**src/rtl/coi_pkg.sv**
```systemverilog
// Shared types and constants for the cascade-of-integrators decimation filter.
// The optional dump feature (COI_DUMP_EN) is handled in coi_dec_filter.
package coi_pkg;

  typedef enum logic [1:0] {
    IDLE = 2'd0,
    RUN  = 2'd1,
    DONE = 2'd2
  } coi_state_e;

  localparam int ORDER_MAX = 4;

  // Stage i of an all-ones conversion reaches C(N,i), which fits in ORDER*NW bits.
  function automatic int coi_min_ow(input int order, input int nw);
    return order * nw;
  endfunction

endpackage

```
**src/rtl/coi_integ_stage.sv**
```systemverilog
// One integrator of the cascade: an OW-bit accumulator with a synchronous clear
// and an enable. Clear wins over enable.
module coi_integ_stage #(
  parameter int OW = 22
) (
  input  logic          clk,
  input  logic          rstb,
  input  logic          clr_i,
  input  logic          en_i,
  input  logic [OW-1:0] add_i,
  output logic [OW-1:0] acc_o
);

  logic [OW-1:0] acc_q;
  logic [OW-1:0] acc_d;

  always_comb begin
    acc_d = acc_q;
    if (clr_i) begin
      acc_d = '0;
    end else if (en_i) begin
      acc_d = acc_q + add_i;
    end
  end

  always_ff @(posedge clk or negedge rstb) begin
    if (!rstb) begin
      acc_q <= '0;
    end else begin
      acc_q <= acc_d;
    end
  end

  assign acc_o = acc_q;

endmodule

```
**src/rtl/coi_dec_filter.sv**
```systemverilog
// Parametrised CoI decimation filter for incremental delta-sigma ADCs.
// Optional macro COI_DUMP_EN adds a 'dump' input that ends a conversion early.
module coi_dec_filter
  import coi_pkg::*;
#(
  parameter int ORDER = 2,
  parameter int NW    = 11,
  parameter int OW    = coi_min_ow(ORDER, NW)
) (
  input  logic          clk,
  input  logic          rstb,
  input  logic          start,
  input  logic [NW-1:0] N_in,
  input  logic [1:0]    ord_sel,
  input  logic          d_in,
`ifdef COI_DUMP_EN
  input  logic          dump,
`endif
  output logic          busy,
  output logic          done,
  output logic [OW-1:0] d_out
);

  if (ORDER < 1 || ORDER > ORDER_MAX || OW < coi_min_ow(ORDER, NW)) begin : g_bad_cfg
    $error("coi_dec_filter: illegal ORDER/NW/OW combination");
  end

  localparam logic [1:0] SEL_MAX = 2'(ORDER - 1);

  coi_state_e    state_q;
  logic [NW-1:0] n_q;
  logic [NW-1:0] count_q;
  logic [1:0]    sel_q;
  logic          busy_q;
  logic          done_q;

  logic          run_en;
  logic          start_acc;
  logic          dump_hit;
  logic          end_run;
  logic [1:0]    sel_clamp;

  assign run_en    = (state_q == RUN);
  assign start_acc = start && (state_q != RUN);
  assign sel_clamp = (ord_sel > SEL_MAX) ? SEL_MAX : ord_sel;

`ifdef COI_DUMP_EN
  assign dump_hit = run_en && dump;
`else
  assign dump_hit = 1'b0;
`endif

  // The sample at the terminal (or dump) edge is still integrated by the stages.
  assign end_run = run_en && (dump_hit || (count_q == (n_q - NW'(1))));

  always_ff @(posedge clk or negedge rstb) begin
    if (!rstb) begin
      state_q <= IDLE;
      n_q     <= '0;
      count_q <= '0;
      sel_q   <= '0;
      busy_q  <= 1'b0;
      done_q  <= 1'b0;
    end else begin
      case (state_q)
        IDLE, DONE: begin
          if (start) begin
            count_q <= '0;
            n_q     <= N_in;
            sel_q   <= sel_clamp;
            if (N_in == '0) begin
              state_q <= DONE;
              busy_q  <= 1'b0;
              done_q  <= 1'b1;
            end else begin
              state_q <= RUN;
              busy_q  <= 1'b1;
              done_q  <= 1'b0;
            end
          end
        end
        RUN: begin
          count_q <= count_q + NW'(1);
          if (end_run) begin
            state_q <= DONE;
            busy_q  <= 1'b0;
            done_q  <= 1'b1;
          end
        end
        default: begin
          state_q <= IDLE;
          busy_q  <= 1'b0;
          done_q  <= 1'b0;
        end
      endcase
    end
  end

  logic [OW-1:0] stage_in [ORDER];
  logic [OW-1:0] stage_q  [ORDER];

  for (genvar g = 0; g < ORDER; g++) begin : g_stage
    if (g == 0) begin : g_first
      assign stage_in[g] = {{(OW-1){1'b0}}, d_in};
    end else begin : g_next
      assign stage_in[g] = stage_q[g-1];
    end

    coi_integ_stage #(.OW(OW)) u_stage (
      .clk   (clk),
      .rstb  (rstb),
      .clr_i (start_acc),
      .en_i  (run_en),
      .add_i (stage_in[g]),
      .acc_o (stage_q[g])
    );
  end

  logic [OW-1:0] dout_sel;

  always_comb begin
    dout_sel = '0;
    for (int i = 0; i < ORDER; i++) begin
      if (sel_q == 2'(i)) begin
        dout_sel = stage_q[i];
      end
    end
  end

  assign busy  = busy_q;
  assign done  = done_q;
  assign d_out = done_q ? dout_sel : '0;

endmodule

```
**config.mk**
```make
export PLATFORM = sky130hd
export DESIGN_NAME = coi_dec_filter
export DESIGN_NICKNAME = d
export VERILOG_FILES = /design/src/rtl/coi_pkg.sv /design/src/rtl/coi_integ_stage.sv /design/src/rtl/coi_dec_filter.sv
export SDC_FILE = /design/constraint.sdc
export NUM_CORES = 1
export LEC_CHECK = 0
export BUFFER_PORTS_ARGS = -buffer_cell sky130_fd_sc_hd__buf_2
export CELL_PAD_IN_SITES_DETAIL_PLACEMENT = 1
export CELL_PAD_IN_SITES_GLOBAL_PLACEMENT = 1
export CORE_AREA = 2 2 104 106
export CTS_CLUSTER_DIAMETER = 40
export DETAILED_ROUTE_END_ITERATION = 16
export DIE_AREA = 0 0 106 108
export HOLD_SLACK_MARGIN = 0.05
export PLACE_DENSITY_LB_ADDON = 0.1
export SETUP_SLACK_MARGIN = 0.02
export SYNTH_ARGS = -nofsm -noshare
export SYNTH_HDL_FRONTEND = slang
export SYNTH_SLANG_ARGS = --single-unit
export TNS_END_PERCENT = 20
```
**constraint.sdc**
```tcl
create_clock -name clk -period 2.93 [get_ports clk]
set_clock_uncertainty 0.1 [all_clocks]
set_input_delay 0.1465 -clock clk [delete_from_list [all_inputs] [get_ports clk]]
set_output_delay 0.1465 -clock clk [all_outputs]
set_load 0.01 [all_outputs]
```
[Word level (Yosys, flattened, before mapping)]
Index checks and enable logic that the tools add are counted.
Cells by class
  muxes and demuxes: 22
  equal/unequal tests: 7
  reductions and logical operators: 11
  order comparisons: 1
  add/sub/neg operators: 4
Operators with widths (number)
  two-way mux 22 bit: 7
  adder 22 x 1 -> 22 bit: 1
  adder 22 bit: 1
  case mux 11 bit (2 select lines): 1
  adder 11 x 1 -> 11 bit, second input constant: 1
  == test 11 bit: 1
  logical NOT 11 bit: 1
  two-way mux 11 bit: 1
  subtractor 11 x 1 -> 11 bit, second input constant: 1
  two-way mux 2 bit: 4
  two-way mux 1 bit: 6
  AND reduction 2 bit: 3
  == test 2 x 1 -> 1 bit, second input constant: 2
  logical NOT 2 bit: 2
  inequality test 2 x 1 -> 1 bit, second input constant: 2
  case mux 1 bit (2 select lines): 2
  case mux 2 bit (2 select lines): 1
  nonzero test 2 bit: 2
  == test 2 bit, second input constant: 1
  > comparator 2 x 1 -> 1 bit, second input constant: 1
  logical AND 1 bit: 2
  inequality test 2 bit, second input constant: 1
  OR reduction 2 bit: 1
Word-level totals
  register bits after elaboration: 72
  logic and storage cells: 53
  bits of input ports: 17
  output and inout bits: 24

[Logic depth before layout (Yosys ltp)]
  depth in word-level cells: 5
  depth in mapped cells: 9
  depth with buffers taken out: 9

[Hierarchy]
From an unflattened synthesis, not the netlist that was laid out.
Unflattened totals
  cell total of the unflattened synthesis: 698
  area total of the unflattened synthesis: 5982.0 um2
Modules (own cells, without submodules)
  coi_integ_stage (g_stage[0].u_stage): cells an instance 272, sequential area each 550.5 um2, area each 2179.6 um2, instances 1
  coi_integ_stage (g_stage[1].u_stage): cells an instance 234, sequential area each 550.5 um2, area each 2029.4 um2, instances 1
  coi_dec_filter: cells an instance 192, sequential area each 650.6 um2, area each 1773.0 um2, instances 1

[Least setup slack after synthesis]
Ideal clock, no wire load.
  path type: register to register
  start point: register g_stage[0].u_stage.acc_q[0]
  end point: register g_stage[1].u_stage.acc_q[20]
  path buffers: 0
  cell stages (with the launch flop): 10
  arrival: 2183 ps
  library setup time: 137 ps
  clock period less this slack: 2420 ps
  data required time: 2693 ps
  path slack: 510 ps
  path through: dfrtp_1 ha_1 fa_1 a21o_1 a31oi_1 o21a_1 o31ai_1 a311oi_1 xor2_1 o21ai_0
On the way
  longest elaborated chain between the ends: 3
RTL lines
  start: declaration: line coi_integ_stage.sv:14  | logic [OW-1:0] acc_q;
  start signal: assignment: line coi_integ_stage.sv:28  | acc_q <= '0;
  start signal: assignment: line coi_integ_stage.sv:30  | acc_q <= acc_d;
  adder 22 bit: line coi_integ_stage.sv:22  | acc_d = acc_q + add_i;
  two-way mux 22 bit: line coi_integ_stage.sv:21  | end else if (en_i) begin
  two-way mux 22 bit: line coi_integ_stage.sv:19  | if (clr_i) begin
  end signal: assignment: line coi_integ_stage.sv:28
  end signal: assignment: line coi_integ_stage.sv:30
  end: declaration: line coi_integ_stage.sv:14
No other way between the ends. The select of a mux whose other input is x is not followed.
A chain may end at the register's enable or synchronous reset.

[Final worst setup path]
Same ends and word-level chain as after synthesis.

==> summary.md <==
| Metric | Value |
|---|---|
| Post-layout min period | between 2 and 3 ns |
| Peak supply drop | around 0.51 mV |
| Initial antenna violation count | 0 |
| DR iter-0 viols | about 120 |
| Min-Delay Path Class | primary input to flip-flop |
| R2R depth | 9 |
| Crit-path slowest cell | fa_1 |
| Number of cells on the critical path | 9 |
| Register area share after synthesis | 37.49% |
| Placed Area | roughly 5100 sq um |
| Max-slew violations | 0 |
| Routed len/inst | approximately 18 microns |
| EDFF count, synth | 0 |
| FFs w/ async S/R, synth | 100.0% |
| Max Clk Rate | 362.1 MHz |
| RSZ-0062 raised after global routing | no |
| Setup TNS | 0 ns |
| Largest cells by area after synthesis | dfrtp_1, ha_1, mux2i_1 |
| Row count | 37 |
| Num ports | between 40 and 50 |
| Die width | 106 microns |
| Die area | between 10000 and 15000 sq um |
| Register area | 1752 sq um |
| Hold slack | approximately 0.13 ns |
| Crit Path Class | flip-flop to flip-flop |
| Pin count of the biggest net entering global routing | 37 |
| Area of the multi-input gates | 2806 sq um |
| FF+latch count, synth | 70 |
| Vias in the first global route | 4517 |
| IO buf count | 40 |
| Area Overhead vs Synth | 14.89% |
| Worst EP required | roughly 3.1 ns |
| Worst-margin pin slew | approximately 0.97 ns |
| Post-Syn Area | approximately 4700 sq um |
| Tot GR Track Use | 24.88% |
| Final Hold Fails | 0 |
| Post-CTS Setup Repair Bufs | 0 |
| Die height | around 110 microns |
| Share of layout cells above drive strength 1 | roughly 14% |
| Post-synth cell types | a little over 50 |
| Max clock buf depth | 2 |
| Critical path cell sequence | ha_1 -> fa_1 -> a21o_1 -> a31oi_1 -> o21a_1 -> o31ai_1 -> a311oi_1 -> xor2_1 -> o21ai_0 |
| N_diodes | 0 |
| Vias per cell | 5.840 |
| Final Instance Area | approximately 5400 sq um |
| Rel. slew slack | between 30 and 40% |
| GRT Residual Overflow | 0 |
| Most frequent cell after synthesis | dfrtp_1 |
| Crit-path leading delay family | compound AO/OA/AOI/OAI gates |
| Cts bufs inserted | 9 |
| Syn avg cell area | between 8 and 9 sq um |
| NumNets Final | ~620 |
| Clock root buffer | clkbuf_8 |
| Post-synth top cells | dfrtp_1, nand2_1, nand3_1 |
| CP startpoint kind | flip-flop |
| Vias | 4211 |
| Hold path cells | 3 |
| Crit end category | flip-flop |
| # setup viols final | 0 |
| Final Cycle Share | roughly 94% |
| Crit path arrival time | just under 3 ns |
| Yosys top cell area share | between 30% and 40% |
| Critical path's largest stage delay | ~0.42 ns |
| Clock-pin slew on the worst setup and hold paths | roughly 0.07 ns |
| Starting Density | between 40% and 50% |
| Core outline area | 10230 sq um |
| Dominant cell type by area after synthesis | dfrtp_1 |
| Crit path max fanout | 4 |
| Fill count | between 1000 and 1500 |
| H-tree levels | 3 |
| Antenna Violating Nets Remaining | 0 |
| Flop-to-flop setup slack | between 0.15 and 0.2 ns |
| Tot Pwr | 4.026 mW |
| Final WL | 13.12 mm |
| Synthesized instance count | ~530 |
| Synth Warn # | 0 |
| First-pass iteration count of the detailed router | 4 |
| Buf/Inv on CP | 0 |
| Final core utilization | a little over half |
| Clock latency on the worst-skew pair | 0.36 ns |
| First-pass GRT wire length | 22.62 mm |
| DR DRC count | 0 |
| TritonCTS clock tree | yes |
| TritonCTS Sinks | 70 |
| Status | finished clean |
| GPL Wtd Cong | 0.8983 |
| Pleak | roughly 2.3 nW |
| P per Cell Area | between 700 and 800 nW/um^2 |
| Post-synth top flop | dfrtp_1 |
| Post-Syn Nets | around 570 |
| DP HPWL | 9.541 mm |
| Number of max-cap violations | 0 |
==> flip-flops by register name (all words and copies together) (netlist names) <==
| name | count |
|---|---|
| n_q | 11 |
| count_q | 11 |
| state_q | 2 |
| sel_q | 2 |
| g_stage.u_stage.acc_o | 44 |
==> cell usage in the layout, fill, tap and decap left out, types with 4 or more instances in the layout <==
master	n
clkbuf_8	9
clkbuf_1	4
and3_1	5
buf_4	12
nand2_1	48
nand4_1	19
xnor2_1	17
a31oi_1	5
dlygate4sd3_1	15
o21bai_1	4
mux2i_1	29
a21oi_1	26
buf_2	40
dfrtp_1	70
o211ai_1	11
xor2_1	11
nor4_1	5
nand2b_1	6
ha_1	25
o31ai_1	12
nand3_1	47
nor2_1	46
mux2_2	11
o21ai_0	46
inv_1	8
==> worst reg2reg max path, delay by kind of cell (launching register included) <==
kind                       cells  cell delay (ns)
DFF                            1             0.41
xor gates and xnor gates       1             0.17
adders and majority gates      2             0.67
AOI/OAI and AO/OA              6             1.29
==> final cells by class <==
| type | instances | area share (%) |
|---|---|---|
| well taps | 136 | 3.170 |
| repair buffers | 68 | 8.578 |
| multi-input cells | 424 | 52.28 |
| clock inverters | 2 | 0.1865 |
| inverters | 8 | 0.5594 |
| clock buffers | 13 | 2.587 |
| flip-flops and latches | 70 | 32.63 |
==> routing by layer <==
| layer | up-vias | global-route usage, % | part of all wire (%) | wire [microns] |
|---|---|---|---|---|
| li1 | 2053 | - | - | - |
| met2 | 60 | 43.82 | 50 | 6584 |
| met5 | - | 0 | 0 | 0 |
| met4 | 0 | 7.613 | 1.8 | 231 |
| met3 | 17 | 4.340 | 2.4 | 311 |
| met1 | 2081 | 31.37 | 46 | 5994 |
==> where the power goes <==
| part | total (mW) | switching (mW) | internal [mW] |
|---|---|---|---|
| Combinational | 1.73 | 0.941 | 0.789 |
| Clock | 0.667 | 0.366 | 0.301 |
| Sequential | 1.63 | 0.388 | 1.24 |
| Total | 4.03 | 1.69 | 2.33 |
==> path summary, 6_finish.rpt <==
check | startpoint | end
worst max-delay path | g_stage[0].u_stage.acc_o[0] | g_stage[1].u_stage.acc_o[20]
worst min-delay path | start | state_q[1]
worst max register to register | g_stage[0].u_stage.acc_o[0] | g_stage[1].u_stage.acc_o[20]
worst min register to register | sel_q[1] | sel_q[1]
max in group asynchronous | rstb | state_q[0]
min in group asynchronous | rstb | g_stage[0].u_stage.acc_o[21]
==> cell families after synthesis <==
kind of cell    count (synthesis)  share of synthesized area (%)
xor+xnor                       28                          5.249
simple gates                  200                          21.18
mux                            40                          8.865
buf+inv                        31                          2.491
compound gates                130                          17.60
flops                          70                          37.49
fa+ha+maj                      26                          7.124
==> per-stage QoR <==
stage	worst slack [ns]	instances
CTS	0.1266	721
finish	0.1682	721
floorplan	0.5100	525
global placement	0.2559	691
detailed placement	0.1572	691
global route	0.02521	721
==> repair_timing <==
item / 4_1_cts / 5_1_grt
resized for setup: 0 / 0
hold buffers: 15 / 0
endpoints found under the setup margin: 0 / 1
endpoints found under the hold margin: 35 / 0
Power figures use the tool's default switching activity.
